$ cat config.mk
export PLATFORM = sky130hd
export DESIGN_NAME = muldiv_unit
export DESIGN_NICKNAME = d
export VERILOG_FILES = /design/src/rtl/muldiv_pkg.sv /design/src/rtl/muldiv_unit_div_step.sv /design/src/rtl/muldiv_unit.sv
export SDC_FILE = /design/constraint.sdc
export NUM_CORES = 1
export LEC_CHECK = 0
export ABC_AREA = 1
export CAP_MARGIN = 20
export CORE_UTILIZATION = 30
export DETAILED_ROUTE_END_ITERATION = 6
export DONT_BUFFER_PORTS = 1
export HOLD_SLACK_MARGIN = 0.15
export PLACE_DENSITY = 0.5
export SYNTH_ARGS = -nofsm -noshare
export SYNTH_HDL_FRONTEND = slang
export SYNTH_SLANG_ARGS = --single-unit
$ cat constraint.sdc
create_clock -name iCLK -period 6.66 [get_ports iCLK]
set_clock_uncertainty 0.05 [all_clocks]
set_input_delay 1.332 -clock iCLK [delete_from_list [all_inputs] [get_ports iCLK]]
set_output_delay 1.332 -clock iCLK [all_outputs]
set_load 0.005 [all_outputs]
$ cat src/rtl/muldiv_pkg.sv
// rtl/muldiv_pkg.sv - op codes, FSM states and op classification helpers for muldiv_unit
package muldiv_pkg;

    typedef enum logic [3:0] {
        OP_MULT  = 4'd0,
        OP_MULTU = 4'd1,
        OP_DIV   = 4'd2,
        OP_DIVU  = 4'd3,
        OP_MADD  = 4'd4,
        OP_MADDU = 4'd5,
        OP_MSUB  = 4'd6,
        OP_MSUBU = 4'd7,
        OP_MTHI  = 4'd8,
        OP_MTLO  = 4'd9
    } op_e;

    typedef enum logic [1:0] {
        IDLE   = 2'd0,
        MUL_IT = 2'd1,
        DIV_IT = 2'd2
    } state_e;

    // Multiply-class ops: anything that produces a 2*WIDTH product.
    function automatic logic is_mul_op(input logic [3:0] op);
        return op inside {OP_MULT, OP_MULTU, OP_MADD, OP_MADDU, OP_MSUB, OP_MSUBU};
    endfunction

    function automatic logic is_div_op(input logic [3:0] op);
        return op inside {OP_DIV, OP_DIVU};
    endfunction

    // Ops that interpret their operands as two's complement.
    function automatic logic is_signed_op(input logic [3:0] op);
        return op inside {OP_MULT, OP_DIV, OP_MADD, OP_MSUB};
    endfunction

endpackage

$ cat src/rtl/muldiv_unit_div_step.sv
// rtl/muldiv_unit_div_step.sv - one unsigned restoring-division step
module div_step #(
    parameter int WIDTH = 32
) (
    input  logic [WIDTH-1:0] rem,
    input  logic [WIDTH-1:0] quo,
    input  logic [WIDTH-1:0] dvs,
    output logic [WIDTH-1:0] rem_next,
    output logic [WIDTH-1:0] quo_next
);

    // quo holds the unconsumed dividend bits at the top and the quotient
    // bits built so far at the bottom; one dividend bit moves into rem.
    logic [WIDTH:0] shifted;
    logic [WIDTH:0] diff;

    assign shifted = {rem, quo[WIDTH-1]};
    assign diff    = shifted - {1'b0, dvs};

    // rem < dvs keeps shifted < 2*dvs, so diff[WIDTH] is a clean borrow flag.
    assign rem_next = diff[WIDTH] ? shifted[WIDTH-1:0] : diff[WIDTH-1:0];
    assign quo_next = {quo[WIDTH-2:0], ~diff[WIDTH]};

endmodule

$ cat src/rtl/muldiv_unit.sv
// rtl/muldiv_unit.sv - multi-cycle multiply/divide unit owning the HI/LO pair
module muldiv_unit
    import muldiv_pkg::*;
#(
    parameter int WIDTH    = 32,
    parameter bit FAST_MUL = 1'b0
) (
    input  logic             iCLK,
    input  logic             iRST,
    input  logic             iStart,
    input  logic [3:0]       iOp,
    input  logic [WIDTH-1:0] iA,
    input  logic [WIDTH-1:0] iB,
    input  logic             iFlush,
    output logic             oBusy,
    output logic             oDone,
    output logic [WIDTH-1:0] oHI,
    output logic [WIDTH-1:0] oLO
);

    localparam int CW = (WIDTH > 1) ? $clog2(WIDTH) : 1;
    localparam int W2 = 2 * WIDTH;

    state_e           state, state_next;
    logic [CW-1:0]    cnt;
    logic [3:0]       op_q;
    logic [WIDTH-1:0] hi, lo;
    logic [WIDTH-1:0] a_q;
    logic [WIDTH-1:0] dvs_q;          // divisor, or multiplicand for the shift-add multiplier
    logic [WIDTH-1:0] wk_hi, wk_lo;   // partial remainder/quotient, or partial product
    logic             q_neg, r_neg, b_zero, done_q;

    logic             accept, in_mul, in_div, sgn;
    logic [WIDTH-1:0] a_mag, b_mag;
    logic [WIDTH-1:0] rem_n, quo_n, div_hi, div_lo;
    logic [WIDTH-1:0] mul_hi_n, mul_lo_n;
    logic [W2-1:0]    mul_prod;

    assign in_mul = is_mul_op(iOp);
    assign in_div = is_div_op(iOp);
    assign sgn    = is_signed_op(iOp);
    assign accept = iStart && (state == IDLE) && !iFlush;

    assign a_mag = (sgn && iA[WIDTH-1]) ? -iA : iA;
    assign b_mag = (sgn && iB[WIDTH-1]) ? -iB : iB;

    assign oBusy = (state != IDLE);
    assign oDone = done_q;
    assign oHI   = hi;
    assign oLO   = lo;

    div_step #(.WIDTH(WIDTH)) u_div_step (
        .rem      (wk_hi),
        .quo      (wk_lo),
        .dvs      (dvs_q),
        .rem_next (rem_n),
        .quo_next (quo_n)
    );

    // Sign fix-up on the final step; divide-by-zero overrides with fixed values.
    // Most-negative / -1 needs no special case: magnitude 2^(W-1) / 1 wraps back.
    assign div_lo = b_zero ? '1  : (q_neg ? -quo_n : quo_n);
    assign div_hi = b_zero ? a_q : (r_neg ? -rem_n : rem_n);

    generate
        if (FAST_MUL) begin : g_fast
            logic [W2-1:0] ext_a, ext_b;
            assign ext_a    = {{WIDTH{sgn & iA[WIDTH-1]}}, iA};
            assign ext_b    = {{WIDTH{sgn & iB[WIDTH-1]}}, iB};
            assign mul_prod = ext_a * ext_b;
            assign mul_hi_n = '0;
            assign mul_lo_n = '0;
        end else begin : g_iter
            // Shift-add on magnitudes: add multiplicand when the low bit is set, then shift right.
            logic [WIDTH:0] sum;
            assign sum      = {1'b0, wk_hi} + (wk_lo[0] ? {1'b0, dvs_q} : '0);
            assign mul_hi_n = sum[WIDTH:1];
            assign mul_lo_n = {sum[0], wk_lo[WIDTH-1:1]};
            assign mul_prod = q_neg ? -{mul_hi_n, mul_lo_n} : {mul_hi_n, mul_lo_n};
        end
    endgenerate

    // Fold a product into the HI/LO pair according to the op.
    function automatic logic [W2-1:0] mac(input logic [3:0] op,
                                          input logic [W2-1:0] acc,
                                          input logic [W2-1:0] prod);
        case (op)
            OP_MADD, OP_MADDU: return acc + prod;
            OP_MSUB, OP_MSUBU: return acc - prod;
            default:           return prod;
        endcase
    endfunction

    // State register.
    always_ff @(posedge iCLK or posedge iRST) begin
        if (iRST) state <= IDLE;
        else      state <= state_next;
    end

    // Next-state: iterative ops leave IDLE on accept; flush or counter zero returns.
    always_comb begin
        state_next = state;
        case (state)
            IDLE: begin
                if (accept) begin
                    if (in_div)                    state_next = DIV_IT;
                    else if (in_mul && !FAST_MUL)  state_next = MUL_IT;
                end
            end
            MUL_IT, DIV_IT: begin
                if (iFlush || (cnt == '0)) state_next = IDLE;
            end
            default: state_next = IDLE;
        endcase
    end

    // Datapath: operand latch, iteration, counter, HI/LO writes and done pulse.
    always_ff @(posedge iCLK or posedge iRST) begin
        if (iRST) begin
            cnt    <= '0;
            op_q   <= '0;
            hi     <= '0;
            lo     <= '0;
            a_q    <= '0;
            dvs_q  <= '0;
            wk_hi  <= '0;
            wk_lo  <= '0;
            q_neg  <= 1'b0;
            r_neg  <= 1'b0;
            b_zero <= 1'b0;
            done_q <= 1'b0;
        end else begin
            done_q <= 1'b0;
            case (state)
                IDLE: begin
                    if (accept) begin
                        op_q   <= iOp;
                        a_q    <= iA;
                        q_neg  <= sgn & (iA[WIDTH-1] ^ iB[WIDTH-1]);
                        r_neg  <= sgn & iA[WIDTH-1];
                        b_zero <= (iB == '0);
                        if (in_div) begin
                            wk_hi <= '0;
                            wk_lo <= a_mag;
                            dvs_q <= b_mag;
                            cnt   <= CW'(WIDTH - 1);
                        end else if (in_mul) begin
                            if (FAST_MUL) begin
                                {hi, lo} <= mac(iOp, {hi, lo}, mul_prod);
                                done_q   <= 1'b1;
                            end else begin
                                wk_hi <= '0;
                                wk_lo <= b_mag;
                                dvs_q <= a_mag;
                                cnt   <= CW'(WIDTH - 1);
                            end
                        end else if (iOp == OP_MTHI) begin
                            hi <= iA;
                        end else if (iOp == OP_MTLO) begin
                            lo <= iA;
                        end
                    end
                end
                MUL_IT: begin
                    if (iFlush) begin
                        cnt <= '0;
                    end else begin
                        wk_hi <= mul_hi_n;
                        wk_lo <= mul_lo_n;
                        if (cnt == '0) begin
                            {hi, lo} <= mac(op_q, {hi, lo}, mul_prod);
                            done_q   <= 1'b1;
                        end else begin
                            cnt <= cnt - 1'b1;
                        end
                    end
                end
                DIV_IT: begin
                    if (iFlush) begin
                        cnt <= '0;
                    end else begin
                        wk_hi <= rem_n;
                        wk_lo <= quo_n;
                        if (cnt == '0) begin
                            hi     <= div_hi;
                            lo     <= div_lo;
                            done_q <= 1'b1;
                        end else begin
                            cnt <= cnt - 1'b1;
                        end
                    end
                end
                default: cnt <= '0;
            endcase
        end
    end

endmodule

# Word level (Yosys, flattened, before mapping)
# Index checks and enable logic that the tools add are counted.
# op_classes
add_sub_neg,10
n_mul,0
n_div,0
order_cmp,0
n_eq_ne,28
n_shift,0
muxes,57
n_bitwise,4
n_reduce_logical,26
# op_table
operator,n
2-to-1 mux 32 bit,37
case mux 32 bit (3 select lines),4
negator 32 bit,4
case mux 64 bit (2 select lines),1
adder 64 bit,1
2-to-1 mux 64 bit,1
negator 64 bit,1
subtractor 64 bit,1
adder 32 x 32 -> 33 bit,1
subtractor 33 x 32 -> 33 bit,1
"equality test 4 x 3 -> 1 bit, second input constant",8
zero test 32 bit,1
2-to-1 mux 5 bit,5
"inequality test 2 bit, second input constant",8
case mux 5 bit (2 select lines),1
AND reduction 10 bit,1
AND reduction 3 bit,3
AND reduction 9 bit,1
"equality test 4 x 2 -> 1 bit, second input constant",2
"equality test 4 bit, second input constant",2
2-to-1 mux 2 bit,4
"inequality test 2 x 1 -> 1 bit, second input constant",3
"inequality test 3 bit, second input constant",2
nonzero test 2 bit,3
21 further kinds,29
# totals
reg_bits,207
latch_bits,0
mem_bits_rw,0
mem_bits_ro,0
in_bits,72
out_inout_bits,66
wordCells,138
n_memories,0

# Depth between registers and ports, before layout
# Gate-level depths: netlist of run 1.
# logic_depth
depth_word,9
depth_mapped,48
mapped_depth_nobuf,46

# Cells and area by module
# From an unflattened synthesis of run 1, not the netlist that was laid out.
# unflattened
cells_unflattened,5098
area_unflattened_um2,28964.0
# modules_own_cells
module,instances,cells_per_inst,area_per_inst_um2
muldiv_unit,1,4387,25580.8
div_step,1,711,3383.2

# Least setup slack after synthesis of run 1
# Ideal clock, no wire load.
# synth_path
kind,register to register
start,register wk_lo[0]
end,"register hi[31], in the netlist oHI[31]"
setup_time_ns,0.120
t_arrival_ns,5.226
t_required_ns,6.490
slack_ns,1.264
stages_incl_launch_ff,40
path_buffers,2
synth_period_minus_slack_ns,5.396
cell_sequence,dfrtp_1 clkbuf_1 clkbuf_1 nand2_1 inv_1 ha_1 fa_1 inv_1 nand2_1 nor3_1 nand3_1 nand3_1 nand2_1 inv_1 nand2_1 nor2_1 nand4_1 nor2_2 [... 4 more ...] xnor2_1 inv_1 ha_1 inv_1 nor3_1 inv_1 nor2_1 inv_1 o221a_2 nand2_1 xor2_1 inv_1 nand2_1 nand3_1 nand2_1 nand2_1 nand2_1 a21oi_2
# synth_between
elab_chain_len,9
elab_cells_between_ends,10
cone_classes,4 x add/sub; 6 x mux
# synth_lines
item,line,rtl
from (decl),muldiv_unit.sv:30,"logic [WIDTH-1:0] wk_hi, wk_lo;"
from (signal assigned),muldiv_unit.sv:144,wk_lo <= a_mag;
from (signal assigned),muldiv_unit.sv:153,wk_lo <= b_mag;
from (signal assigned),muldiv_unit.sv:169,wk_lo <= mul_lo_n;
2-to-1 mux 32 bit *,muldiv_unit.sv:76,"assign sum = {1'b0, wk_hi} + (wk_lo[0] ? {1'b0, dvs_q} : '0);"
adder 32 x 32 -> 33 bit *,muldiv_unit.sv:76,
negator 64 bit,muldiv_unit.sv:79,"assign mul_prod = q_neg ? -{mul_hi_n, mul_lo_n} : {mul_hi_n, mul_lo_n};"
2-to-1 mux 64 bit *,muldiv_unit.sv:79,
subtractor 64 bit or adder 64 bit (tied branches),"muldiv_unit.sv:89, muldiv_unit.sv:88",
case mux 64 bit (2 select lines) *,muldiv_unit.sv:87,case (op)
2-to-1 mux 32 bit *,muldiv_unit.sv:170,if (cnt == '0) begin
2-to-1 mux 32 bit *,muldiv_unit.sv:165,if (iFlush) begin
case mux 32 bit (3 select lines) *,muldiv_unit.sv:134,case (state)
to (signal assigned),muldiv_unit.sv:149,"{hi, lo} <= mac(iOp, {hi, lo}, mul_prod);"
to (signal assigned),muldiv_unit.sv:171,"{hi, lo} <= mac(op_q, {hi, lo}, mul_prod);"
to (signal assigned),muldiv_unit.sv:185,hi <= div_hi;
to (decl),muldiv_unit.sv:27,"logic [WIDTH-1:0] hi, lo;"
# Every way passes the cells marked *; elsewhere a longest branch is shown, timed or not. The select of a mux whose other input is x is not followed.
# A chain may end at the register's enable or synchronous reset.

# Final worst setup path of run 1
# layout_path
start,register wk_lo[0]
end,"register hi[27], in the netlist oHI[27]"
# The elaborated chain is that of the path after synthesis.

==> key figures, run 1 <==
Run status
  • Outcome: complete, but fails checks
  • Failing checks: DRC

Timing
  • RSZ-0062 raised after global routing: true
  • Max-slew violation count: 0
  • Slew of the pin with the lowest slew margin: 1.054 ns
  • Slew headroom: 29.76%
  • Final setup viols: 0
  • Tmin final: 6.316 ns
  • F_max: 158.3 MHz
  • Final worst-path cycle share: 94.83%
  • Hold Violations, Final: 0

Clock tree
  • Num Clock Sinks: 206
  • CTS buffer count: 30
  • Skew-Pair Late Insertion Delay: 0.64 ns
  • CTS tree: built
  • Htree depth: 1
  • CTS clk-pin slew, worst paths: 0.06 ns
  • Root Driver: clkbuf_16
  • Clock tree buffer depth: 3

Layout
  • Most frequent cells in the layout: 1309 x nand2_1, 614 x inv_1, 550 x nor2_1, 365 x nand3_1, 360 x o21ai_0
  • # nets final: 4900
  • Total inserted antenna cells: 0
  • Non-filler cells, final: 5885
  • Fraction of layout cells with a size suffix above 1: 7.050%
  • FF/Latch Area: 5160 µm²
  • Filler cells: 10280
  • Most common cell after layout, fill and taps aside: nand2_1
  • Syn-to-layout area delta: 9.025%
  • Multi-input gate area: 19490 µm²

Floorplanning
  • Die area: 93090 µm²
  • Horiz. Die Dim: 305.1 µm
  • # IOs: 138
  • Row count: 110
  • DIE HEIGHT: 305.1 µm
  • Starting Density: 30.43%
  • Core ar.: 90560 µm²

Setup path
  • Worst setup path class: register to register
  • Nature of the critical path endpoint: register
  • Slowest stage delay, CP: 0.52 ns
  • Crit-path leading delay family: simple AND/OR/NAND/NOR gates
  • CP bufs+invs: 6
  • Required @ worst endpoint: 7.14 ns
  • Worst reg-to-reg setup slack: 0.34 ns
  • Critical path fanouts, max: 33
  • Worst Setup EP: oHI[27]
  • Crit-path most repeated cell: nand2_1
  • End of the worst register-to-register path: oHI[27]
  • Arr. time, crit path: 6.80 ns
  • Reg-to-Reg Start: wk_lo[0]
  • Critical path's slowest cell: a221oi_1
  • Critical Path Stages: 37
  • Setup crit start: wk_lo[0]
  • CP Launch Type: register
  • R2R depth: 37

Global route
  • Global-route wire length before repair: 194800 µm
  • Number of global-route vias before repair: 29320
  • GRT Residual Overflow: 0
  • GR Util All Layers: 27.93%
  • GRT busiest layer: met2
  • M3 GR Usage: 4.742%
  • Largest net degree at the start of global routing: 148
  • Met2 usage: 41.38%
  • Antenna violations before repair: 6
  • GR Util met1: 41.00%

Yosys
  • Synth Instances: 4766
  • Syn_nets: 4979
  • Synth Flop Type: dfrtp_1
  • Library cells used by synthesis: 64
  • Syn. warnings: 0
  • Synth async-reset ratio: 100.0%
  • #FFs+latches synth: 206
  • Synthesized area per cell: 5.783 µm²
  • Netlist Area Pre-Place: 27560 µm²
  • Post-synth EDFFs: 0
  • Sequential-to-total area share from yosys stat: 18.70%

Placement
  • Post-detail-place hpwl: 110100 µm
  • # port buffers: 0
  • Placer Congestion: 0.9748
  • Placed insts: 5830

Route
  • DR vias/cell: 5.382
  • Drt first pass iters: 7
  • Aggregate routed wire length: 134100 µm
  • Vias: 31670
  • Routed Antenna Nets: 0
  • Drt initial violations: 3106
  • Residual DRC: 12
  • Routed WL per cell: 22.79 µm

Hold path
  • Type of the worst min-delay path: register to register

Run
  • Max-Cap Viols: 0
## cell usage after synthesis, drive strengths merged, types with 2 or more instances
| library cell | n | area share [%] |
|---|---|---|
| a211oi | 2 | 0.054 |
| a21boi | 6 | 0.20 |
| a21o | 10 | 0.27 |
| a21oi | 264 | 4.9 |
| a221oi | 2 | 0.064 |
| a22oi | 2 | 0.054 |
| a31oi | 39 | 0.89 |
| and2 | 6 | 0.14 |
| buf | 43 | 0.89 |
| clkbuf | 126 | 1.7 |
| clkinv | 8 | 0.11 |
| dfrtp | 206 | 19 |
| fa | 3 | 0.22 |
| ha | 138 | 6.3 |
| inv | 633 | 8.6 |
| nand2 | 1371 | 19 |
| nand3 | 376 | 6.9 |
| nand3b | 8 | 0.22 |
| nand4 | 41 | 0.93 |
| nor2 | 604 | 8.8 |
| nor3 | 61 | 1.2 |
| nor4 | 5 | 0.16 |
| o2111ai | 2 | 0.064 |
| o211ai | 56 | 1.5 |
| o21a | 8 | 0.22 |
| o21ai | 406 | 7.7 |
| o21bai | 7 | 0.19 |
| o221ai | 13 | 0.41 |
| o22ai | 93 | 2.1 |
| o311ai | 9 | 0.29 |
| o31ai | 11 | 0.30 |
| o41ai | 3 | 0.12 |
| or2 | 15 | 0.34 |
| xnor2 | 35 | 1.1 |
| xor2 | 146 | 4.8 |
## per-stage QoR
| stage | hold WS, ns | utilization (%) | area, µm² | TNS, ns | setup slack (ns) |
|---|---|---|---|---|---|
| 2_1_floorplan | 0.3936 | - | 27570 | 0 | 1.264 |
| 3_3_place_gp | 0.4140 | 31.84 | 28830 | -0.02712 | -0.02712 |
| 3_5_place_dp | 0.4154 | 31.84 | 28830 | 0 | 0.03499 |
| 4_1_cts | 0.4317 | 32.98 | 29870 | 0 | 0.02836 |
| 5_1_grt | 0.4504 | 33.18 | 30050 | -0.09202 | -0.08612 |
| 6_report | 0.4319 | 33.18 | 30050 | 0 | 0.3443 |
## state kept, by name, summed over array words and instances, names as in the netlist
| signal | cells |
|---|---|
| dvs_q | 32 |
| oLO | 32 |
| state | 2 |
| a_q | 32 |
| wk_hi | 32 |
| oDone | 1 |
| b_zero | 1 |
| r_neg | 1 |
| cnt | 5 |
| wk_lo | 32 |
| oHI | 32 |
| q_neg | 1 |
| op_q | 3 |
## how the worst min path moves through the flow
stage | from | endpoint | slack (ns) | cells past startpoint
after floorplan | a_q[7] | a_q[7] | 0.39 | 2
after global placement | a_q[17] | a_q[17] | 0.41 | 2
final | a_q[7] | a_q[7] | 0.43 | 2
after global routing | a_q[17] | a_q[17] | 0.45 | 2
after CTS | a_q[7] | a_q[7] | 0.43 | 2
after detailed placement | a_q[7] | a_q[7] | 0.42 | 2
## what timing repair did
item / CTS / global route
gates resized for setup: 1 / 43
hold buffers: 0 / 0
pin swaps: 0 / 3
setup endpoints to repair: 1 / 19
hold endpoints to repair: 0 / 0
buffers inserted: 0 / 1
## logic make-up after synthesis
logic type / share of synthesized area, %
xor+xnor: 5.888
fa+ha+maj: 6.483
buf+inv: 11.35
simple gates: 37.97
flops: 18.70
compound gates: 19.61
## final cells by class
type                       instances  area share [%]
clock buffer                      45           2.986
clock inverter                     9          0.4455
inverter                         641           8.028
multi-input combinational       3750           64.87
sequential                       206           17.17
tap                             1176           4.897
timing repair buffer              58           1.599
## worst reg2reg max path, delay by kind of cell (launching register included)
family | cells | cell delay (ns)
DFF | 1 | 0.40
xor gates and xnor gates | 1 | 0.29
adders and majority gates | 2 | 0.78
AOI/OAI and AO/OA | 6 | 1.33
and+or+nand+nor | 22 | 2.90
buffers and inverters | 6 | 0.49
## layer usage
| metal | wire (µm) | vias up |
|---|---|---|
| met5 | 97 | - |
| met4 | 4072 | 14 |
| met3 | 11870 | 161 |
| met2 | 55830 | 1230 |
| met1 | 62250 | 14890 |
| li1 | - | 15380 |
Power of run 1 is left out: the tool's default activity adds up to more than one toggle a clock period on the data nets, which glitch-free logic cannot reach.
==> inputs of run 2 (changes only) <==
CORE_MARGIN = 5   (was unset)
GPL_TIMING_DRIVEN = 0   (was unset)
==> key figures, run 2 (synthesis gave the netlist of run 1 again) <==
Run status
  • Outcome: finished, final reports clean

Timing
  • Final WS setup: 0.2240 ns (-0.1203 ns)
  • Final worst-path cycle share: 96.64% (+1.8 points)
  • Tmin final: 6.436 ns (+0.1203 ns)
  • Hold Violations, Final: 0 (unchanged)
  • Final setup viols: 0 (unchanged)
  • Slew of the pin with the lowest slew margin: 1.258 ns (+0.2040 ns)
  • Max-slew violation count: 0 (unchanged)
  • F_max: 155.4 MHz (-1.9%)
  • Slew headroom: 16.16% (-14 points)
  • RSZ-0062 raised after global routing: true

Clock tree
  • Root Driver: clkbuf_16
  • CTS clk-pin slew, worst paths: 0.06 ns (about the same)
  • CTS tree: built
  • Hold Buf Count CTS: 0 (unchanged)
  • Clock tree buffer depth: 3 (unchanged)
  • CTS buffer count: 30 (unchanged)
  • Num Clock Sinks: 206 (unchanged)
  • Skew-Pair Late Insertion Delay: 0.61 ns (-0.03 ns)
  • Htree depth: 1 (unchanged)

Route
  • DR vias/cell: 5.462 (+1.5%)
  • Vias: 32910 (+3.9%)
  • Routed WL per cell: 24.78 µm (+8.7%)
  • Drt initial violations: 3519 (+13%)
  • Drt first pass iters: 7 (unchanged)
  • Residual DRC: 0 (-12)
  • Aggregate routed wire length: 149300 µm (+11%)
  • Routed Antenna Nets: 0 (unchanged)

Floorplanning
  • Core ar.: 91390 µm² (+0.91%)
  • Starting Density: 30.16% (-0.27 points)
  • Row count: 111 (+0.91%)
  • Horiz. Die Dim: 313.1 µm (+2.6%)
  • DIE HEIGHT: 313.1 µm (+2.6%)
  • # IOs: 138 (unchanged)
  • Die area: 98030 µm² (+5.3%)

Setup path
  • Worst setup path class: register to register
  • Nature of the critical path endpoint: register
  • Arr. time, crit path: 6.91 ns (+0.11 ns)
  • Required @ worst endpoint: 7.14 ns (about the same)
  • CP Launch Type: register
  • Critical path fanouts, max: 10 (-70%)

Global route
  • GRT Residual Overflow: 0 (unchanged)
  • Number of global-route vias before repair: 30870 (+5.3%)
  • Largest net degree at the start of global routing: 40 (-73%)
  • Antenna violations before repair: 0 (-6)
  • Global-route wire length before repair: 211800 µm (+8.7%)
  • GR Util All Layers: 28.93% (+1.0 points)

Layout
  • Most common cell after layout, fill and taps aside: nand2_1
  • Filler cells: 10590 (+3.1%)
  • # nets final: 5026 (+2.6%)
  • Syn-to-layout area delta: 11.53%
  • Util after Layout: 33.64% (+0.46 points)
  • Most frequent cells in the layout: 1296 x nand2_1, 613 x inv_1, 547 x nor2_1, 363 x nand3_1, 353 x o21ai_0
  • Fraction of layout cells with a size suffix above 1: 7.506% (+0.46 points)
  • Post-route cell area: 30740 µm² (+2.3%)

Placement
  • Placer Congestion: 1.013 (+3.9%)
  • Worst slack at placement: -1.297 ns (-1.332 ns)
  • DP Area: 29200 µm² (+1.3%)
  • # port buffers: 0 (unchanged)
  • Post-detail-place hpwl: 127100 µm (+16%)

Run
  • Max-Cap Viols: 0 (unchanged)

Hold path
  • Type of the worst min-delay path: register to register
-- run 2: cell types whose count changed in the layout (fill, tap and decap cells not counted), moves of 6 or more --
cell      previous run  this run
buf_1                0        16
o21ai_0            360       353
clkbuf_1             6       124
buf_2                0        17
nand2_2             57        68
buf_4               54        11
ha_1               131       125
ha_2                 6        12
nand2_1           1309      1296
buf_6                0         6
-- run 2: per-layer routing --
layer  up-vias  part of all wire, %  track usage (%)
li1      15640                    -                -
met1     15600                   44            40.42
met2      1415                   43            44.68
met3       248                  8.3            4.807
met4         0                  4.6            11.17
met5         -                    0                0
-- run 2: metrics by stage --
stage / TNS, ns / std cells / hold slack (ns)
2_1_floorplan: 0 / 4766 / 0.3936
3_3_place_gp: -13.81 / 5952 / 0.4126
3_5_place_dp: -13.19 / 5960 / 0.4178
4_1_cts: 0 / 6016 / 0.4322
5_1_grt: -0.2215 / 6022 / 0.4662
6_report: 0 / 6025 / 0.4372
-- run 2: what timing repair did --
item                                    in CTS  in global routing
buffers inserted                             2                  6
pin swaps                                    1                  9
gates resized for setup                     28                100
endpoints found under the setup margin      26                 30
-- run 2: final cells by class --
cell class                      count  area [µm²]  share of cell area (%)
Clock buffer                       39       844.6                   2.748
Sequential cell                   206        5157                   16.78
Buffer                            168       729.5                   2.373
Timing Repair Buffer               16       210.2                  0.6838
Tap cell                         1186        1484                   4.828
Multi-Input combinational cell   3750       19700                   64.09
Inverter                          641        2422                   7.880
Antenna cell                        3       7.507                 0.02442
Clock inverter                     16       183.9                  0.5984
-- run 2: worst paths after layout --
kind	startpoint	end	slack (ns)	depth (start not counted)
setup / recovery	op_q[2]	oHI[6]	0.22	27
hold / removal	a_q[10]	a_q[10]	0.44	2
setup reg to reg	op_q[2]	oHI[6]	0.22	27
hold reg to reg	a_q[10]	a_q[10]	0.44	2
max in group asynchronous	iRST	cnt[3]	4.96	4
min in group asynchronous	iRST	oHI[28]	0.53	1
-- run 2: critical path: stages, from the launching register on --
cell and delay, ns:
dfrtp_1 0.38, nand2_2 0.26, clkinv_1 0.23, nand2_1 0.25
buf_2 0.38, clkinv_2 0.34, clkbuf_2 0.38, a21oi_1 0.28
nor2_1 0.07, inv_1 0.06, ha_1 0.26, nand2_1 0.08
o21ai_1 0.09, a21oi_1 0.31, o21ai_2 0.20, a21oi_1 0.37
o21ai_0 0.31, a21oi_1 0.34, inv_1 0.12, a31oi_1 0.46
o21ai_0 0.28, nand2_1 0.11, inv_1 0.04, o21ai_0 0.18
nand3_1 0.13, o21ai_0 0.16, nand2_1 0.07, a31oi_1 0.14
Power of run 2 is left out for the same reason.
